**src/rtl/ising_pkg.sv**
```systemverilog
// ising_pkg -- shared types and helpers for the Ising step scheduler.
//   sched_state_t : scheduler FSM states
//   idx_w()       : index width for N oscillators (never less than 1 bit)
//   sat_add()     : signed add that clamps to the w-bit signed range
//                   (operands must be sign-extended w-bit values, w <= 63)
package ising_pkg;

  typedef enum logic [2:0] {
    S_IDLE,
    S_INIT,
    S_ISSUE,
    S_WAIT_ROW,
    S_UPDATE,
    S_ADVANCE,
    S_FINISH
  } sched_state_t;

  function automatic int idx_w(input int n);
    return (n > 1) ? $clog2(n) : 1;
  endfunction

  function automatic logic signed [63:0] sat_add(input logic signed [63:0] a,
                                                 input logic signed [63:0] b,
                                                 input int w);
    logic signed [63:0] sum;
    logic signed [63:0] max_v;
    logic signed [63:0] min_v;
    sum   = a + b;
    max_v = (64'sd1 <<< (w - 1)) - 64'sd1;
    min_v = -max_v - 64'sd1;
    if (sum > max_v)      return max_v;
    else if (sum < min_v) return min_v;
    else                  return sum;
  endfunction

endpackage

```
**src/rtl/ising_pair_counter.sv**
```systemverilog
// ising_pair_counter -- row (i) / column (j) index generator for coupling pairs.
//   clk, rst   : clock, synchronous active-high reset (i=j=0)
//   row0       : restart at row 0, first column
//   pair_adv   : step j to the next column of the current row
//   row_adv    : step i to the next row, j to that row's first column
//   i, j       : current pair indices
//   last_col   : j is the final column of row i
//   last_row   : i is the final row
// Build option ISING_SKIP_DIAG_EN: column j==i is skipped in every row.
module ising_pair_counter #(
  parameter int N     = 16,
  parameter int IDX_W = 4
) (
  input  logic             clk,
  input  logic             rst,
  input  logic             row0,
  input  logic             pair_adv,
  input  logic             row_adv,
  output logic [IDX_W-1:0] i,
  output logic [IDX_W-1:0] j,
  output logic             last_col,
  output logic             last_row
);

`ifdef ISING_SKIP_DIAG_EN
  localparam bit SKIP = 1'b1;
`else
  localparam bit SKIP = 1'b0;
`endif

  localparam logic [IDX_W-1:0] MAX_IDX  = IDX_W'(N - 1);
  localparam logic [IDX_W-1:0] PRE_LAST = IDX_W'(N - 2);

  logic [IDX_W-1:0] j_inc;
  logic [IDX_W-1:0] j_step;
  logic [IDX_W-1:0] i_inc;

  // Row 0 with the diagonal skipped starts at column 1.
  function automatic logic [IDX_W-1:0] first_col(input logic [IDX_W-1:0] row);
    return (SKIP && row == '0) ? IDX_W'(1) : '0;
  endfunction

  assign j_inc    = j + 1'b1;
  assign j_step   = (SKIP && j_inc == i) ? j_inc + 1'b1 : j_inc;
  assign i_inc    = i + 1'b1;
  assign last_row = (i == MAX_IDX);
  // The last row's final non-diagonal column is N-2 when skipping.
  assign last_col = (SKIP && last_row) ? (j == PRE_LAST) : (j == MAX_IDX);

  always_ff @(posedge clk) begin
    if (rst) begin
      i <= '0;
      j <= '0;
    end else if (row0) begin
      i <= '0;
      j <= first_col('0);
    end else if (row_adv) begin
      i <= i_inc;
      j <= first_col(i_inc);
    end else if (pair_adv) begin
      j <= j_step;
    end
  end

endmodule

```
**src/rtl/ising_step_scheduler.sv**
```systemverilog
// ising_step_scheduler -- sequences one Ising oscillator simulation run.
// Streams (i,j) coupling pairs row by row to the MAC datapath, requests a
// phase update per row once the datapath reports the row accumulated, and
// advances simulated time by delta_t per sweep until stop_time is reached.
// Ports:
//   clk, rst             : clock, synchronous active-high reset
//   start                : run request, honoured only in IDLE / FINISH
//   stop_time, delta_t   : signed fixed-point run limits, latched in INIT
//   pair_valid/ready     : pair handshake; pair_i, pair_j, pair_last payload
//   row_done             : datapath finished accumulating row pair_i
//   upd_valid/ready      : phase-update handshake; upd_idx = current row
//   step_done            : one-cycle pulse per completed sweep
//   sim_time, step_count : accumulated time (saturating), completed sweeps
//   busy, done           : run in progress / run complete
// Build option ISING_SKIP_DIAG_EN: self-coupling pairs (j==i) are not issued.
//
// state     | meaning
// IDLE      | waiting for start after reset
// INIT      | latch limits, clear time/count/indices, reject empty runs
// ISSUE     | stream pairs of row i
// WAIT_ROW  | last pair sent, waiting for row_done
// UPDATE    | request phase update of row i
// ADVANCE   | sweep complete, advance sim_time
// FINISH    | run complete, done held until start
module ising_step_scheduler
  import ising_pkg::*;
#(
  parameter  int N         = 16,
  parameter  int DATA_W    = 32,
  parameter  int FRAC_BITS = 16,
  localparam int IDX_W     = idx_w(N)
) (
  input  logic              clk,
  input  logic              rst,
  input  logic              start,
  input  logic [DATA_W-1:0] stop_time,
  input  logic [DATA_W-1:0] delta_t,
  output logic              pair_valid,
  input  logic              pair_ready,
  output logic [IDX_W-1:0]  pair_i,
  output logic [IDX_W-1:0]  pair_j,
  output logic              pair_last,
  input  logic              row_done,
  output logic              upd_valid,
  input  logic              upd_ready,
  output logic [IDX_W-1:0]  upd_idx,
  output logic              step_done,
  output logic [DATA_W-1:0] sim_time,
  output logic [DATA_W-1:0] step_count,
  output logic              busy,
  output logic              done
);

  if (N < 2 || FRAC_BITS >= DATA_W || DATA_W > 63) begin : g_bad_cfg
    $error("ising_step_scheduler: unsupported N / DATA_W / FRAC_BITS");
  end

  sched_state_t state_q, state_d;

  logic signed [DATA_W-1:0] sim_q;
  logic signed [DATA_W-1:0] sim_next;
  logic signed [DATA_W-1:0] dt_q;
  logic signed [DATA_W-1:0] stop_q;
  logic [DATA_W-1:0]        cnt_q;

  logic             row0, pair_adv, row_adv;
  logic             last_col, last_row;
  logic [IDX_W-1:0] i, j;
  logic             bad_limits;

  ising_pair_counter #(.N(N), .IDX_W(IDX_W)) u_pair_counter (
    .clk      (clk),
    .rst      (rst),
    .row0     (row0),
    .pair_adv (pair_adv),
    .row_adv  (row_adv),
    .i        (i),
    .j        (j),
    .last_col (last_col),
    .last_row (last_row)
  );

  assign sim_next   = $signed(DATA_W'(sat_add(64'(sim_q), 64'(dt_q), DATA_W)));
  // A non-positive step or end time means zero sweeps.
  assign bad_limits = delta_t[DATA_W-1] || (delta_t == '0) ||
                      stop_time[DATA_W-1] || (stop_time == '0);

  always_comb begin
    state_d  = state_q;
    row0     = 1'b0;
    pair_adv = 1'b0;
    row_adv  = 1'b0;
    unique case (state_q)
      S_IDLE:     if (start) state_d = S_INIT;
      S_INIT: begin
        row0    = 1'b1;
        state_d = bad_limits ? S_FINISH : S_ISSUE;
      end
      S_ISSUE: begin
        if (pair_ready) begin
          // row_done coinciding with the last accept skips WAIT_ROW.
          if (last_col) state_d = row_done ? S_UPDATE : S_WAIT_ROW;
          else          pair_adv = 1'b1;
        end
      end
      S_WAIT_ROW: if (row_done) state_d = S_UPDATE;
      S_UPDATE: begin
        if (upd_ready) begin
          if (last_row) begin
            state_d = S_ADVANCE;
          end else begin
            row_adv = 1'b1;
            state_d = S_ISSUE;
          end
        end
      end
      S_ADVANCE: begin
        if (sim_next >= stop_q) begin
          state_d = S_FINISH;
        end else begin
          row0    = 1'b1;
          state_d = S_ISSUE;
        end
      end
      S_FINISH:   if (start) state_d = S_INIT;
      default:    state_d = S_IDLE;
    endcase
  end

  always_ff @(posedge clk) begin
    if (rst) begin
      state_q <= S_IDLE;
      sim_q   <= '0;
      cnt_q   <= '0;
      dt_q    <= '0;
      stop_q  <= '0;
    end else begin
      state_q <= state_d;
      if (state_q == S_INIT) begin
        sim_q  <= '0;
        cnt_q  <= '0;
        dt_q   <= $signed(delta_t);
        stop_q <= $signed(stop_time);
      end else if (state_q == S_ADVANCE) begin
        sim_q <= sim_next;
        if (~&cnt_q) cnt_q <= cnt_q + 1'b1;
      end
    end
  end

  assign pair_valid = (state_q == S_ISSUE);
  assign pair_i     = i;
  assign pair_j     = j;
  assign pair_last  = pair_valid & last_col;
  assign upd_valid  = (state_q == S_UPDATE);
  assign upd_idx    = i;
  assign step_done  = (state_q == S_ADVANCE);
  assign sim_time   = sim_q;
  assign step_count = cnt_q;
  assign busy       = (state_q == S_INIT) || (state_q == S_ISSUE) ||
                      (state_q == S_WAIT_ROW) || (state_q == S_UPDATE) ||
                      (state_q == S_ADVANCE);
  assign done       = (state_q == S_FINISH);

endmodule
```
**config.mk**
```make
export PLATFORM = sky130hd
export DESIGN_NAME = ising_step_scheduler
export DESIGN_NICKNAME = d
export VERILOG_FILES = /design/src/rtl/ising_pkg.sv /design/src/rtl/ising_pair_counter.sv /design/src/rtl/ising_step_scheduler.sv
export SDC_FILE = /design/constraint.sdc
export NUM_CORES = 1
export LEC_CHECK = 0
export ABC_CLOCK_PERIOD_IN_PS = 5250
export BUFFER_PORTS_ARGS = -buffer_cell sky130_fd_sc_hd__buf_4
export CELL_PAD_IN_SITES_DETAIL_PLACEMENT = 0
export CELL_PAD_IN_SITES_GLOBAL_PLACEMENT = 2
export CORE_MARGIN = 3
export CORE_UTILIZATION = 33
export DETAILED_ROUTE_END_ITERATION = 16
export HOLD_SLACK_MARGIN = 0.1
export PLACE_DENSITY = 0.79
export SYNTH_ARGS = -nofsm -noshare
export SYNTH_HDL_FRONTEND = slang
export SYNTH_SLANG_ARGS = --single-unit
```
**constraint.sdc**
```tcl
create_clock -name clk -period 5.25 [get_ports clk]
set_input_delay 1.05 -clock clk [delete_from_list [all_inputs] [get_ports clk]]
set_output_delay 1.05 -clock clk [all_outputs]
set_load 0.05 [all_outputs]
```
==> impl_metrics.yaml <==
status:
  status: "complete, no violations"
global_route:
  overflow: 0
  grt_pass1_wl_um: 39500
  antenna_found_initial: 0
  grt_max_degree: 74
  grt_pass1_vias: 7472
  grt_usage: 0.183
setup_path:
  r2r_cells: 22
  cp-endpoint: "u_pair_counter.j[1]"
  crit_start: "sim_time[0]"
  cp.arrival_ps: 5140
  crit_fanout: 10
  r2r_start: "sim_time[0]"
  cp-end-kind: "flip-flop"
  r2r_slack_ps: 460
  criticalPathCategory: "reg -> reg"
  start_kind: "flip-flop"
  rr_endpoint: "u_pair_counter.j[1]"
  crit_required_ps: 5600
sta:
  finalHoldViolCount: 0
  finalCriticalPeriod_ps: 4790
  fmax_ghz: 0.209
  relSlewSlack: 0.290
  report.final.setup_viol: 0
  fin_skew_ps: 11.6
  worst_slack_ps: 456
  worst_pin_slew_ps: 1050
  setup_tns_ps: 0
  holdWs_ps: 456
  maxSlewViolCount: 0
  period_share: 0.913
  rsz0062_at_grt: "no"
route:
  firstDrtPassIters: 5
  routed_wl_um: 25200
  routedWlPerCell_um: 16.6
  avgViaCountPerCell: 5.13
  drtIter0Drc: 439
  drtAntennaViolNets: 0
  drc: 0
  dr_total_vias: 7825
placed_design:
  post-dp-hpwl_um: 19000
  port_buffers: 151
  placedCellCount: 1490
  place_ws_ps: 341
  place_congestion: 0.828
clock_tree:
  cts.reportedPaths.clkPinSlew_ps: 70
  cts_sinks: 139
  clk_path_buf_depth: 2
  clockRootBuffer: "clkbuf_16"
  postCtsHoldBufs: 0
  tritoncts: "done"
  htree_levels: 4
  cts_inserted_buffers: 17
  clkLatencyLatePin_ps: 430
finish:
  final_layout_size_suffix_gt1_frac: 0.175
  final_cell_mix: "nand2_1 (199), buf_4 (162), dfxtp_1 (139)"
  area_growth_syn_to_layout_pct: 23.8
  layout.nets: 1325
  instances_no_fill: 1524
  num_antenna_cells: 0
  layout_commonest_cell: "nand2_1"
synthesis:
  synth-async-reset-ratio: 0
  synth_edf_count: 0
  synth_seq_area_share: 0.332
  syn_area_um2: 8380
  syn_nets: 1200
  ys_ff_latch: 139
  avgSynthCellArea_um2: 7.89
  synthFlopType: "dfxtp_1"
  netlist_instances: 1062
  synth_cell_types: 59
  yosysWarnings: 0
power_and_ir_drop:
  power.density_nw_per_um2: 376
  vdd_ir_drop_max_v: 0.000302
  finalPower_mw: 3.90
  p_leak_nw: 4.56
die:
  rows: 57
  die_w_um: 165
  fp.dieArea_um2: 27300
  dieHeight_um: 165
  ios: 152
  core_um2: 24600
  start_util: 0.341
worst_hold_path:
  hp-class: "reg -> reg"
flow_run:
  max_cap_viol_count: 0
-- worst max-delay path: stages, from the launching register on --
cell	delay [ps]
dfxtp_1	370
ha_1	210
inv_1	60
fa_1	400
nor2b_1	130
o21ai_1	100
o2111ai_1	260
a31oi_1	180
o21ai_1	340
a21o_1	300
o31ai_4	140
buf_4	190
o31ai_1	290
ha_1	300
a21o_1	180
a21o_1	160
a21oi_1	130
o21ai_0	90
a21oi_1	280
nor3_1	80
nor2_1	110
nand2_1	180
nor3_1	230
-- metal layers --
metal	vias up	GRT usage	wire (um)
met5	-	0	0
met4	0	0.0446	384
met3	24	0.0424	1330
met2	156	0.305	11900
met1	3642	0.240	11600
li1	4003	-	-
-- synth_stat cells, types with 4 or more instances --
master | count | area [um2]
o211ai_1 | 4 | 30.0
o21ai_1 | 6 | 30.0
ha_1 | 67 | 838
a22oi_1 | 4 | 30.0
a21boi_0 | 4 | 30.0
and2_1 | 4 | 25.0
and4_1 | 6 | 52.6
nor2b_1 | 10 | 62.6
xnor2_1 | 26 | 228
a21oi_1 | 108 | 541
nor3b_1 | 4 | 30.0
inv_1 | 46 | 173
nor4_1 | 24 | 150
nand2b_1 | 28 | 175
a21o_1 | 28 | 210
buf_2 | 6 | 30.0
nand4_1 | 26 | 163
and3_1 | 10 | 62.6
o21ai_0 | 29 | 145
a221o_1 | 31 | 310
nor2_1 | 66 | 248
nand2_1 | 199 | 747
buf_4 | 4 | 30.0
nand3_1 | 25 | 125
o31ai_1 | 4 | 30.0
xor2_1 | 43 | 377
nor3_1 | 18 | 90.1
o21a_1 | 6 | 45.0
dfxtp_1 | 139 | 2780
clkbuf_1 | 44 | 165
-- final cells by class --
type / count / area, um2
Fill cell: 2582 / 14200
Multi-Input combinational cell: 820 / 5200
Sequential cell: 139 / 2780
Timing Repair Buffer: 163 / 1240
Clock buffer: 17 / 425
Tap cell: 324 / 405
Inverter: 46 / 173
Clock inverter: 15 / 151
-- worst min-delay path by stage --
stage	start	to	slack, ps	cells after the start
floorplan	stop_q[10]	stop_q[10]	440	2
global placement	stop_q[16]	stop_q[16]	450	2
detailed placement	stop_q[9]	stop_q[9]	450	2
CTS	stop_q[9]	stop_q[9]	460	2
global route	stop_q[8]	stop_q[8]	470	2
finish	stop_q[9]	stop_q[9]	460	2
-- where the power goes --
part	switching [mW]	total [mW]	internal (mW)
Sequential	0.111	1.29	1.18
Combinational	0.901	1.41	0.511
Clock	0.565	1.20	0.633
Total	1.58	3.90	2.33
-- what timing repair did --
item	CTS	global route
buffers inserted	0	2
endpoints found under the setup margin	0	9
resized for setup	0	1
-- through the flow --
step,util,cell area [um2]
after floorplan,-,8380
after global placement,0.397,9760
after detailed placement,0.397,9760
after CTS,0.420,10300
after global routing,0.422,10400
final,0.422,10400
-- state kept, by name, indices dropped and copies added (netlist names) --
signal	cells
dt_q	32
sim_time	32
step_count	32
stop_q	32
u_pair_counter.i	4
u_pair_counter.j	4
state_q	3
-- cell families after synthesis --
kind of cell / share of synthesized area
flip-flops: 0.332
XOR/XNOR: 0.0721
multiplexers: 0.00493
AO/OA/AOI/OAI: 0.201
AND/OR/NAND/NOR: 0.235
buffers and inverters: 0.0515
adder cells (fa/ha/maj): 0.104
Power figures use the tool's default switching activity.
